==> config.mk <==
export PLATFORM = sky130hd
export DESIGN_NAME = csc_encode_scheduler
export DESIGN_NICKNAME = d
export VERILOG_FILES = /design/src/rtl/csc_encode_scheduler.sv
export SDC_FILE = /design/constraint.sdc
export NUM_CORES = 1
export LEC_CHECK = 0
export ABC_CLOCK_PERIOD_IN_PS = 10700
export CORE_ASPECT_RATIO = 1.4
export CORE_MARGIN = 3
export CORE_UTILIZATION = 64
export DETAILED_ROUTE_END_ITERATION = 8
export GPL_TIMING_DRIVEN = 0
export PLACE_DENSITY = 0.95
export SKIP_LAST_GASP = 1
export SLEW_MARGIN = 20
export SYNTH_ARGS = -nofsm -noshare
export SYNTH_HDL_FRONTEND = slang
export SYNTH_SLANG_ARGS = --single-unit
==> constraint.sdc <==
create_clock -name clock -period 10.7 [get_ports clock]
set_clock_uncertainty 0.05 [all_clocks]
set_input_delay 1.605 -clock clock [delete_from_list [all_inputs] [get_ports clock]]
set_output_delay 1.605 -clock clock [all_outputs]
set_load 0.02 [all_outputs]
==> src/rtl/csc_encode_scheduler.sv <==
// CSC encode scheduler: walks a batch of activation vectors in the iact
// feature buffer, streams each vector column-major into the CSC encoder
// through a 2-entry skid FIFO, waits for the encoder's vector-done, pulses
// the iact SRAM clear and moves on to the next vector.
module csc_encode_scheduler #(
  parameter int BUF_ADDR_WIDTH = 12,
  parameter int VEC_CNT_WIDTH  = 6,
  parameter int CLEAR_CYCLES   = 2,
  parameter int TIMEOUT_CYCLES = 64
) (
  input  logic                      clock,
  input  logic                      reset,
  input  logic                      start,
  input  logic [BUF_ADDR_WIDTH-1:0] base_addr,
  input  logic [VEC_CNT_WIDTH-1:0]  num_vectors,
  input  logic [4:0]                matrix_height,
  input  logic [4:0]                matrix_width,
  output logic                      buf_rd_en,
  output logic [BUF_ADDR_WIDTH-1:0] buf_rd_addr,
  input  logic signed [7:0]         buf_rd_data,
  output logic                      enc_data_valid,
  output logic signed [7:0]         enc_data,
  input  logic                      enc_data_ready,
  input  logic                      enc_vector_done,
  output logic                      clear_iact_sram,
  output logic                      busy,
  output logic                      done,
  output logic [VEC_CNT_WIDTH-1:0]  vector_index,
  output logic                      timeout_err
);

  localparam int TMO_W = $clog2(TIMEOUT_CYCLES + 1);
  localparam int CLR_W = $clog2(CLEAR_CYCLES + 1);
  localparam logic [VEC_CNT_WIDTH:0] VEC_ONE = 1;

  typedef enum logic [2:0] {
    IDLE,
    STREAM,
    WAIT_DONE,
    CLEAR,
    NEXT,
    FINISH
  } state_t;

  state_t state;

  // Batch configuration captured at start
  logic [VEC_CNT_WIDTH-1:0]  cfg_num;
  logic [4:0]                cfg_height;
  logic [9:0]                elem_total;
  logic [BUF_ADDR_WIDTH-1:0] vec_base;

  // Per-vector read walk and pop progress
  logic [4:0]       row;
  logic [4:0]       col;
  logic [9:0]       rd_count;
  logic [9:0]       pop_count;
  logic [TMO_W-1:0] wait_count;
  logic [CLR_W-1:0] clear_count;

  // Output FIFO: read data lands here one cycle after the strobe
  logic signed [7:0] fifo_mem [2];
  logic              wr_ptr;
  logic              rd_ptr;
  logic [1:0]        fifo_count;
  logic              inflight;

  logic       pop;
  logic       reads_left;
  logic [2:0] held;
  logic [2:0] room;
  logic       rd_issue;
  logic [9:0] elem_offset;

  assign enc_data_valid = (fifo_count != 2'd0);
  assign enc_data       = fifo_mem[rd_ptr];
  assign pop            = enc_data_valid & enc_data_ready;

  // A read may only be issued if its data is guaranteed a FIFO slot,
  // counting entries already held, the read in flight and this cycle's pop.
  assign reads_left  = (rd_count != elem_total);
  assign held        = {1'b0, fifo_count} + {2'b00, inflight};
  assign room        = 3'd2 + {2'b00, pop};
  assign rd_issue    = (state == STREAM) && reads_left && (held < room);
  assign elem_offset = ({5'd0, col} * {5'd0, cfg_height}) + {5'd0, row};

  assign buf_rd_en   = rd_issue;
  assign buf_rd_addr = rd_issue ? (vec_base + BUF_ADDR_WIDTH'(elem_offset)) : '0;

  // Skid FIFO and read-return tracking; a reset discards any read in flight
  always_ff @(posedge clock) begin
    if (reset) begin
      inflight   <= 1'b0;
      wr_ptr     <= 1'b0;
      rd_ptr     <= 1'b0;
      fifo_count <= 2'd0;
      for (int i = 0; i < 2; i++) begin
        fifo_mem[i] <= '0;
      end
    end else begin
      inflight <= rd_issue;
      if (inflight) begin
        fifo_mem[wr_ptr] <= buf_rd_data;
        wr_ptr           <= ~wr_ptr;
      end
      if (pop) begin
        rd_ptr <= ~rd_ptr;
      end
      fifo_count <= fifo_count + {1'b0, inflight} - {1'b0, pop};
    end
  end

  // Batch sequencing FSM with registered status outputs
  always_ff @(posedge clock) begin
    if (reset) begin
      state           <= IDLE;
      cfg_num         <= '0;
      cfg_height      <= '0;
      elem_total      <= '0;
      vec_base        <= '0;
      row             <= '0;
      col             <= '0;
      rd_count        <= '0;
      pop_count       <= '0;
      wait_count      <= '0;
      clear_count     <= '0;
      clear_iact_sram <= 1'b0;
      busy            <= 1'b0;
      done            <= 1'b0;
      vector_index    <= '0;
      timeout_err     <= 1'b0;
    end else begin
      done <= 1'b0;
      case (state)
        IDLE: begin
          // The done cycle is already IDLE; a start there must still be ignored
          if (start && !done) begin
            timeout_err  <= 1'b0;
            vector_index <= '0;
            cfg_num      <= num_vectors;
            cfg_height   <= matrix_height;
            elem_total   <= {5'd0, matrix_height} * {5'd0, matrix_width};
            vec_base     <= base_addr;
            row          <= '0;
            col          <= '0;
            rd_count     <= '0;
            pop_count    <= '0;
            if (num_vectors == '0) begin
              state <= FINISH;
            end else begin
              busy  <= 1'b1;
              state <= STREAM;
            end
          end
        end

        STREAM: begin
          if (rd_issue) begin
            rd_count <= rd_count + 10'd1;
            if (row == cfg_height - 5'd1) begin
              row <= '0;
              col <= col + 5'd1;
            end else begin
              row <= row + 5'd1;
            end
          end
          if (pop) begin
            pop_count <= pop_count + 10'd1;
            if (pop_count == elem_total - 10'd1) begin
              wait_count <= '0;
              state      <= WAIT_DONE;
            end
          end
        end

        WAIT_DONE: begin
          if (enc_vector_done) begin
            clear_iact_sram <= 1'b1;
            clear_count     <= '0;
            state           <= CLEAR;
          end else begin
            wait_count <= wait_count + TMO_W'(1);
            if (wait_count == TMO_W'(TIMEOUT_CYCLES - 1)) begin
              timeout_err     <= 1'b1;
              clear_iact_sram <= 1'b1;
              clear_count     <= '0;
              state           <= CLEAR;
            end
          end
        end

        CLEAR: begin
          // The encoder may report done while clearing; that is ignored here
          clear_count <= clear_count + CLR_W'(1);
          if (clear_count == CLR_W'(CLEAR_CYCLES - 1)) begin
            clear_iact_sram <= 1'b0;
            state           <= NEXT;
          end
        end

        NEXT: begin
          if ({1'b0, vector_index} + VEC_ONE == {1'b0, cfg_num}) begin
            state <= FINISH;
          end else begin
            vector_index <= vector_index + VEC_CNT_WIDTH'(1);
            vec_base     <= vec_base + BUF_ADDR_WIDTH'(elem_total);
            row          <= '0;
            col          <= '0;
            rd_count     <= '0;
            pop_count    <= '0;
            state        <= STREAM;
          end
        end

        FINISH: begin
          done  <= 1'b1;
          busy  <= 1'b0;
          state <= IDLE;
        end

        default: state <= IDLE;
      endcase
    end
  end

endmodule

==> run_results.csv, run 1 <==
group,metric,value,unit
status,outcome,"complete, no violations",
synthesis,post_synth_instance_area,0.00795,mm²
sta,setup_viol,0,
floorplan,io-pin-count,73,
synthesis,post_synth_most_frequent_cells,"118 x sky130_fd_sc_hd__nand2_1, 91 x sky130_fd_sc_hd__dfxtp_1, 76 x sky130_fd_sc_hd__a21oi_1, 73 x sky130_fd_sc_hd__nor2_1, 69 x sky130_fd_sc_hd__ha_1",
global_routing,grt_pass1_wl,34300,µm
clock_tree,clk_pin_slew_worst_paths,0.08,ns
synthesis,syn-instance-count,956,
clock_tree,tritoncts_clock_tree,"yes",
routing,remaining_drc_errors,0,
worst_setup_path,worst_r2r_endpoint,"col[0]",
sta,timing_worst_slew_pin_value,0.805,ns
hold_path,min-delay-path-class,"reg -> reg",
worst_setup_path,worstRegToRegCells,9,
global_routing,first_global_vias,7477,
routing,firstDrtPassIters,5,
worst_setup_path,critical_path.startpoint,"cfg_height[3]",
synthesis,yosysWarningCount,0,
synthesis,most_common_cell_in_the_netlist,"sky130_fd_sc_hd__nand2_1",
floorplan,initial_utilization,0.663,
floorplan,fp-row-count,47,
placed_design,dp_slack,3.78,ns
sta,final-hold-violation-count,0,
layout,fin_area,0.00918,mm²
layout,layout.area.seq,0.00230,mm²
hold_path,hold_depth,2,
layout,area.growth.synth_to_final,15.4,%
clock_tree,clock_latency,0.36,ns
synthesis,mappedNetlistNets,1091,
sta,drv_slew,0,
clock_tree,clock_buffer_depth,2,
floorplan,core_area,0.0120,mm²
clock_tree,cts_resized,0,
clock_tree,cts-buffers-inserted,9,
global_routing,grt-ovfl-total,0,
worst_setup_path,worstSetupEndpoint,"buf_rd_addr[10]",
synthesis,syn_avg_cell_area,8.32,µm²
sta,relSlewSlack,0.460,
routing,route.detailed.wl_per_inst,17.6,µm
sta,holdWs,0.423,ns
layout,final-instance-count-excl-fill,1191,
layout,drive_gt1_frac,0.0508,
worst_setup_path,worst_setup_path_end_kind,"output pin",
global_routing,global_route.usage.met2,0.559,
floorplan,die_area,0.0138,mm²
layout,fillers,793,
synthesis,post_synth_cell_types,68,
layout,post-route-util,0.765,
power,total_power,1.16,mW
floorplan,fp.dieW,100,µm
clock_tree,post_cts.repair.setup_buffers,0,
routing,detailroute.via_count,7500,
sta,final_period_minus_worst_setup_slack,7.37,ns
layout,n_antenna_cell,0,
placed_design,numPortBuffers,72,
routing,postRouteAntennaNets,0,
worst_setup_path,start_kind,"register",
worst_setup_path,r2r_start,"vector_index[0]",
synthesis,synth_largest_area_cell,"sky130_fd_sc_hd__dfxtp_1",
placed_design,dpl.cell_count,1175,
routing,initialDrtViolationCount,577,
clock_tree,clkSinkCount,107,
worst_setup_path,critical_path_arrival,5.72,ns
synthesis,synth_ff_type,"sky130_fd_sc_hd__dfxtp_1",
synthesis,synth_top_family_by_area,"simple AND/OR/NAND/NOR gates",
layout,design.final.nets,1174,
power,cellPowerDensity,126,mW/mm²
sta,worst_case_setup_margin_in_the_final_layout,3.33,ns
synthesis,yosys-mux-area-fraction,0.0164,
worst_setup_path,critical_path_required,9.05,ns
synthesis,area_fraction_in_compound_gates_after_synthesis,0.149,
placed_design,dp.final_hpwl,16100,µm
worst_setup_path,register_to_register_setup_slack,7.56,ns
sta,min_period_over_period,0.689,
sta,setup-tns-final,0,ns
worst_setup_path,criticalPathCategory,"reg -> out",
global_routing,grt.total_usage,0.309,
floorplan,die_height,138,µm
clock_tree,holdBufCountCts,0,
placed_design,placedInstanceArea,0.00885,mm²
synthesis,synth_simple_gate_area_share,0.232,
synthesis,postSynthRegisterBits,107,
layout,total_area_of_multi_input_combinational_cells,0.00524,mm²
global_routing,grt_antenna_before_repair,0,
worst_setup_path,timing.critical_path.fanout_max,8,
flow_run,max-cap-violations,0,
power,max-vdd-ir-drop,89.2,µV
global_routing,top_usage_layer,"met2",
global_routing,global_route.usage.met3,0.0468,
global_routing,met1_resource_use_gr,0.348,
global_routing,grt_start_max_net_pins,21,
clock_tree,htree_levels,3,
synthesis,synth_top_cells_by_area,"sky130_fd_sc_hd__dfxtp_1 23%, sky130_fd_sc_hd__ha_1 11%, sky130_fd_sc_hd__fa_1 6.3%, sky130_fd_sc_hd__edfxtp_1 6.0%, sky130_fd_sc_hd__nand2_1 5.6%",
synthesis,seq_total_area_yosys,0.290,
power,power.leakage,3.81,nW
routing,route.detailed.vias_per_inst,6.30,
synthesis,post_synth_xor_area_fraction,0.0892,
sta,maxClockFrequency,136,MHz
sta,rsz_0062_raised_after_global_routing,"false",
routing,routed_wl,21000,µm
clock_tree,clock_tree.root_cell,"sky130_fd_sc_hd__clkbuf_16",
placed_design,place_congestion,0.935,
synthesis,async_flop_share,0,
synthesis,post_synth_fa_ha_maj_area_fraction,0.172,
synthesis,synth_top_area_frac,0.229,
synthesis,post_synth_edffs,16,
## final cells by class
type,count,share of cell area
Buffer,45,0.0205
Clock buffer,9,0.0245
Clock inverter,7,0.0105
Inverter,59,0.0241
Multi-Input combinational cell,745,0.571
Sequential cell,107,0.251
Tap cell,147,0.0200
Timing Repair Buffer,72,0.0785
## flip-flops by register name (all words and copies together) (netlist names), named ones only
name	count
clear_count	2
fifo_mem	16
clear_iact_sram	1
wr_ptr	1
fifo_count	2
rd_ptr	1
inflight	1
vec_base	12
timeout_err	1
state	3
col	5
row	5
busy	1
cfg_num	6
cfg_height	5
vector_index	6
done	1
pop_count	10
elem_total	10
rd_count	10
wait_count	7
## power breakdown
group          total (mW)  internal, mW  switching (mW)
registers           0.459         0.433          0.0257
clock network       0.357         0.188           0.169
logic               0.342         0.151           0.191
total                1.16         0.772           0.386
## placed cells by master (no fill, tap or decap), types with 8 or more instances in the layout
cell,instances
sky130_fd_sc_hd__clkbuf_1,30
sky130_fd_sc_hd__inv_1,59
sky130_fd_sc_hd__a21oi_1,76
sky130_fd_sc_hd__nand2_1,118
sky130_fd_sc_hd__nor2b_1,15
sky130_fd_sc_hd__o21ai_0,20
sky130_fd_sc_hd__nor3_1,31
sky130_fd_sc_hd__o31ai_1,8
sky130_fd_sc_hd__fa_1,25
sky130_fd_sc_hd__and2_1,45
sky130_fd_sc_hd__dfxtp_1,91
sky130_fd_sc_hd__edfxtp_1,16
sky130_fd_sc_hd__ha_1,69
sky130_fd_sc_hd__xor2_1,32
sky130_fd_sc_hd__nor2_1,73
sky130_fd_sc_hd__nand4_1,10
sky130_fd_sc_hd__or3_1,10
sky130_fd_sc_hd__nand3_1,35
sky130_fd_sc_hd__a211oi_1,13
sky130_fd_sc_hd__mux2_2,8
sky130_fd_sc_hd__xnor2_1,49
sky130_fd_sc_hd__buf_2,8
sky130_fd_sc_hd__clkdlybuf4s50_1,72
sky130_fd_sc_hd__clkbuf_16,9
## logic make-up (layout without fill, tap and decap cells)
| kind of cell | Yosys count | count (layout) |
|---|---|---|
| and+or+nand+nor | 377 | 377 |
| buffers and inverters | 104 | 192 |
| xor gates and xnor gates | 81 | 81 |
| AOI/OAI and AO/OA | 181 | 181 |
| muxes | 12 | 12 |
| DFF | 107 | 107 |
| adders and majority gates | 94 | 94 |
## worst min-delay path by stage
stage | from | end | slack (ns)
after floorplan | cfg_num[3] | cfg_num[3] | 0.40
after global placement | cfg_num[5] | cfg_num[5] | 0.40
after detailed placement | timeout_err | timeout_err | 0.41
after CTS | cfg_num[5] | cfg_num[5] | 0.42
after global routing | cfg_num[3] | cfg_num[3] | 0.46
final | cfg_num[5] | cfg_num[5] | 0.42
## worst max-delay path, stage by stage (launching register included)
cell and delay [ns]:
sky130_fd_sc_hd__dfxtp_1 0.33, sky130_fd_sc_hd__clkbuf_1 0.36, sky130_fd_sc_hd__nand2_1 0.15, sky130_fd_sc_hd__fa_1 0.50
sky130_fd_sc_hd__fa_1 0.52, sky130_fd_sc_hd__fa_1 0.58, sky130_fd_sc_hd__inv_1 0.05, sky130_fd_sc_hd__ha_1 0.33
sky130_fd_sc_hd__a21oi_1 0.22, sky130_fd_sc_hd__o21bai_1 0.09, sky130_fd_sc_hd__a21oi_1 0.23, sky130_fd_sc_hd__xnor2_1 0.10
sky130_fd_sc_hd__ha_1 0.24, sky130_fd_sc_hd__o41ai_1 0.57, sky130_fd_sc_hd__o21ai_0 0.21, sky130_fd_sc_hd__xnor2_1 0.16
sky130_fd_sc_hd__nor2_1 0.09, sky130_fd_sc_hd__clkdlybuf4s50_1 0.62
## per-layer routing
layer	vias to the layer above	wire, µm
li1	3499	-
met1	3547	7750
met2	352	10800
met3	102	1350
met4	0	1110
met5	-	0
Power figures use the tool's default switching activity.
==> inputs of run 2 (changes only) <==
--- a/config.mk
+++ b/config.mk
@@ -5,13 +5,13 @@
 export SDC_FILE = /design/constraint.sdc
 export NUM_CORES = 1
 export LEC_CHECK = 0
-export ABC_CLOCK_PERIOD_IN_PS = 10700
+export ABC_CLOCK_PERIOD_IN_PS = 6780
 export CORE_ASPECT_RATIO = 1.4
 export CORE_MARGIN = 3
-export CORE_UTILIZATION = 64
+export CORE_UTILIZATION = 53
 export DETAILED_ROUTE_END_ITERATION = 8
 export GPL_TIMING_DRIVEN = 0
-export PLACE_DENSITY = 0.95
+export PLACE_DENSITY = 0.89
 export SKIP_LAST_GASP = 1
 export SLEW_MARGIN = 20
 export SYNTH_ARGS = -nofsm -noshare
==> constraint.sdc (replaced) <==
create_clock -name clock -period 6.78 [get_ports clock]
set_clock_uncertainty 0.05 [all_clocks]
set_input_delay 1.017 -clock clock [delete_from_list [all_inputs] [get_ports clock]]
set_output_delay 1.017 -clock clock [all_outputs]
set_load 0.02 [all_outputs]
==> run_results.csv, run 2 (synthesized netlist as in run 1, its figures left out) <==
group,metric,value,unit
clock_tree,clock_buffer_depth,2,
sta,worst_case_setup_margin_in_the_final_layout,0.401,ns
floorplan,core_area,0.0146,mm²
sta,relSlewSlack,0.473,
routing,detailroute.via_count,7164,
clock_tree,clock_tree.root_cell,"sky130_fd_sc_hd__clkbuf_16",
sta,rsz_0062_raised_after_global_routing,"false",
floorplan,fp-row-count,52,
global_routing,grt_start_max_net_pins,24,
clock_tree,htree_levels,3,
layout,fillers,1223,
layout,flip_flop_count_of_the_largest_register_after_layout,16,
worst_setup_path,start_kind,"register",
sta,final-hold-violation-count,0,
placed_design,numPortBuffers,72,
clock_tree,cts_resized,0,
sta,timing_worst_slew_pin_value,0.789,ns
layout,most-common-layout-cells,"118 x sky130_fd_sc_hd__nand2_1, 90 x sky130_fd_sc_hd__dfxtp_1, 76 x sky130_fd_sc_hd__a21oi_1",
floorplan,fp.dieW,110,µm
worst_setup_path,cpPeakStageDelay,0.61,ns
floorplan,die_height,151,µm
routing,postRouteAntennaNets,0,
clock_tree,tritoncts_clock_tree,"yes",
worst_setup_path,crit_path_frequent_cell,"sky130_fd_sc_hd__fa_1",
power,max-vdd-ir-drop,147,µV
routing,routed_wl,20300,µm
worst_setup_path,criticalPathCategory,"reg -> out",
clock_tree,clock_latency,0.36,ns
worst_setup_path,critical_path_buf_inv_count,2,
clock_tree,holdBufCountCts,0,
floorplan,die_area,0.0165,mm²
routing,route.detailed.vias_per_inst,5.83,
global_routing,grt-ovfl-total,0,
layout,post-route-util,0.633,
sta,setup-tns-final,0,ns
sta,min_period_over_period,0.941,
sta,maxClockFrequency,157,MHz
placed_design,placedInstanceArea,0.00891,mm²
worst_setup_path,critical_path_required,5.71,ns
sta,final_period_minus_worst_setup_slack,6.38,ns
layout,fin_area,0.00922,mm²
flow_run,max-cap-violations,0,
global_routing,grt_pass1_wl,33900,µm
routing,remaining_drc_errors,0,
global_routing,first_global_vias,7152,
status,outcome,"complete, no violations",
clock_tree,clkSinkCount,107,
floorplan,initial_utilization,0.546,
global_routing,grt_antenna_before_repair,0,
layout,largest_register,"fifo_mem",
routing,route.detailed.wl_per_inst,16.6,µm
worst_setup_path,critical-path-slowest-cell,"sky130_fd_sc_hd__clkdlybuf4s50_1",
floorplan,io-pin-count,73,
layout,area.growth.synth_to_final,16.0,%
layout,design.final.nets,1169,
routing,initialDrtViolationCount,547,
global_routing,grt.total_usage,0.256,
layout,largestRegisters,"fifo_mem (16), vec_base (12)",
worst_setup_path,critical_path.top_delay_family,"adder cells",
hold_path,min-delay-path-class,"reg -> reg",
sta,setup_viol,0,
power,cellPowerDensity,197,mW/mm²
clock_tree,cts-buffers-inserted,9,
clock_tree,post_cts.repair.setup_buffers,0,
layout,final_common_cell,"sky130_fd_sc_hd__nand2_1",
layout,drive_gt1_frac,0.0529,
sta,drv_slew,0,
power,total_power,1.81,mW
power,power.leakage,3.81,nW
placed_design,place_congestion,0.988,
worst_setup_path,cell_chain_critical_path,"nand2_1 > fa_1 > fa_1 > fa_1 > inv_1 > ha_1 > a21oi_1 > o21bai_1 > a21oi_1 > o21ai_0 > xor2_1 > ha_1 > nand3_1 > nand2_1 > a41oi_1 > xor2_1 > nor2_1 > clkdlybuf4s50_1",
placed_design,dp.final_hpwl,15700,µm
clock_tree,clk_pin_slew_worst_paths,0.08,ns
worst_setup_path,timing.critical_path.fanout_max,7,
layout,n_antenna_cell,0,
worst_setup_path,critical_path_arrival,5.31,ns
routing,firstDrtPassIters,5,
placed_design,dp_slack,0.515,ns
worst_setup_path,worst_setup_path_end_kind,"output pin",
[run 2: cell type report]
type	instances	area [µm²]	share of cell area
multi-input combinational	745	5250	0.569
sequential	107	2300	0.250
timing repair buffer	72	721	0.0782
tap	189	236	0.0257
clock buffer	9	225	0.0244
inverter	59	221	0.0240
buffer	40	169	0.0183
clock inverter	7	96.3	0.0105
[run 2: final timing paths]
kind / startpoint / to / slack [ns] / cells past startpoint
worst max-delay path: cfg_height[4] / buf_rd_addr[11] / 0.40 / 18
worst min-delay path: cfg_num[1] / cfg_num[1] / 0.43 / 2
worst max register to register: vector_index[0] / col[0] / 3.60 / 9
worst min register to register: cfg_num[1] / cfg_num[1] / 0.43 / 2
[run 2: per-layer routing]
| metal | wire [µm] | track usage | share of wire | vias up |
|---|---|---|---|---|
| met3 | 976 | 0.0333 | 0.048 | 68 |
| li1 | - | - | - | 3477 |
| met5 | 0 | 0 | 0 | - |
| met2 | 10600 | 0.468 | 0.52 | 228 |
| met1 | 7820 | 0.294 | 0.38 | 3391 |
| met4 | 898 | 0.115 | 0.044 | 0 |
[run 2: power by group]
part	internal, mW	switching [mW]
logic	0.236	0.293
clock network	0.271	0.286
registers	0.684	0.0446
total	1.19	0.623
[run 2: worst reg2reg max path: stages (launching register included)]
cell	delay (ns)
sky130_fd_sc_hd__dfxtp_1	0.47
sky130_fd_sc_hd__ha_1	0.33
sky130_fd_sc_hd__nand3_1	0.18
sky130_fd_sc_hd__xnor2_1	0.17
sky130_fd_sc_hd__a2111oi_2	0.45
sky130_fd_sc_hd__a31oi_2	0.45
sky130_fd_sc_hd__nor3_2	0.42
sky130_fd_sc_hd__buf_2	0.29
sky130_fd_sc_hd__nor3_1	0.08
sky130_fd_sc_hd__o21a_1	0.17
[run 2: stage by stage]
stage                     std cells  hold slack (ns)
final                          1228            0.426
after detailed placement       1217            0.415
after CTS                      1233            0.427
after global routing           1228            0.462
after global placement         1217            0.407
after floorplan                 956            0.398
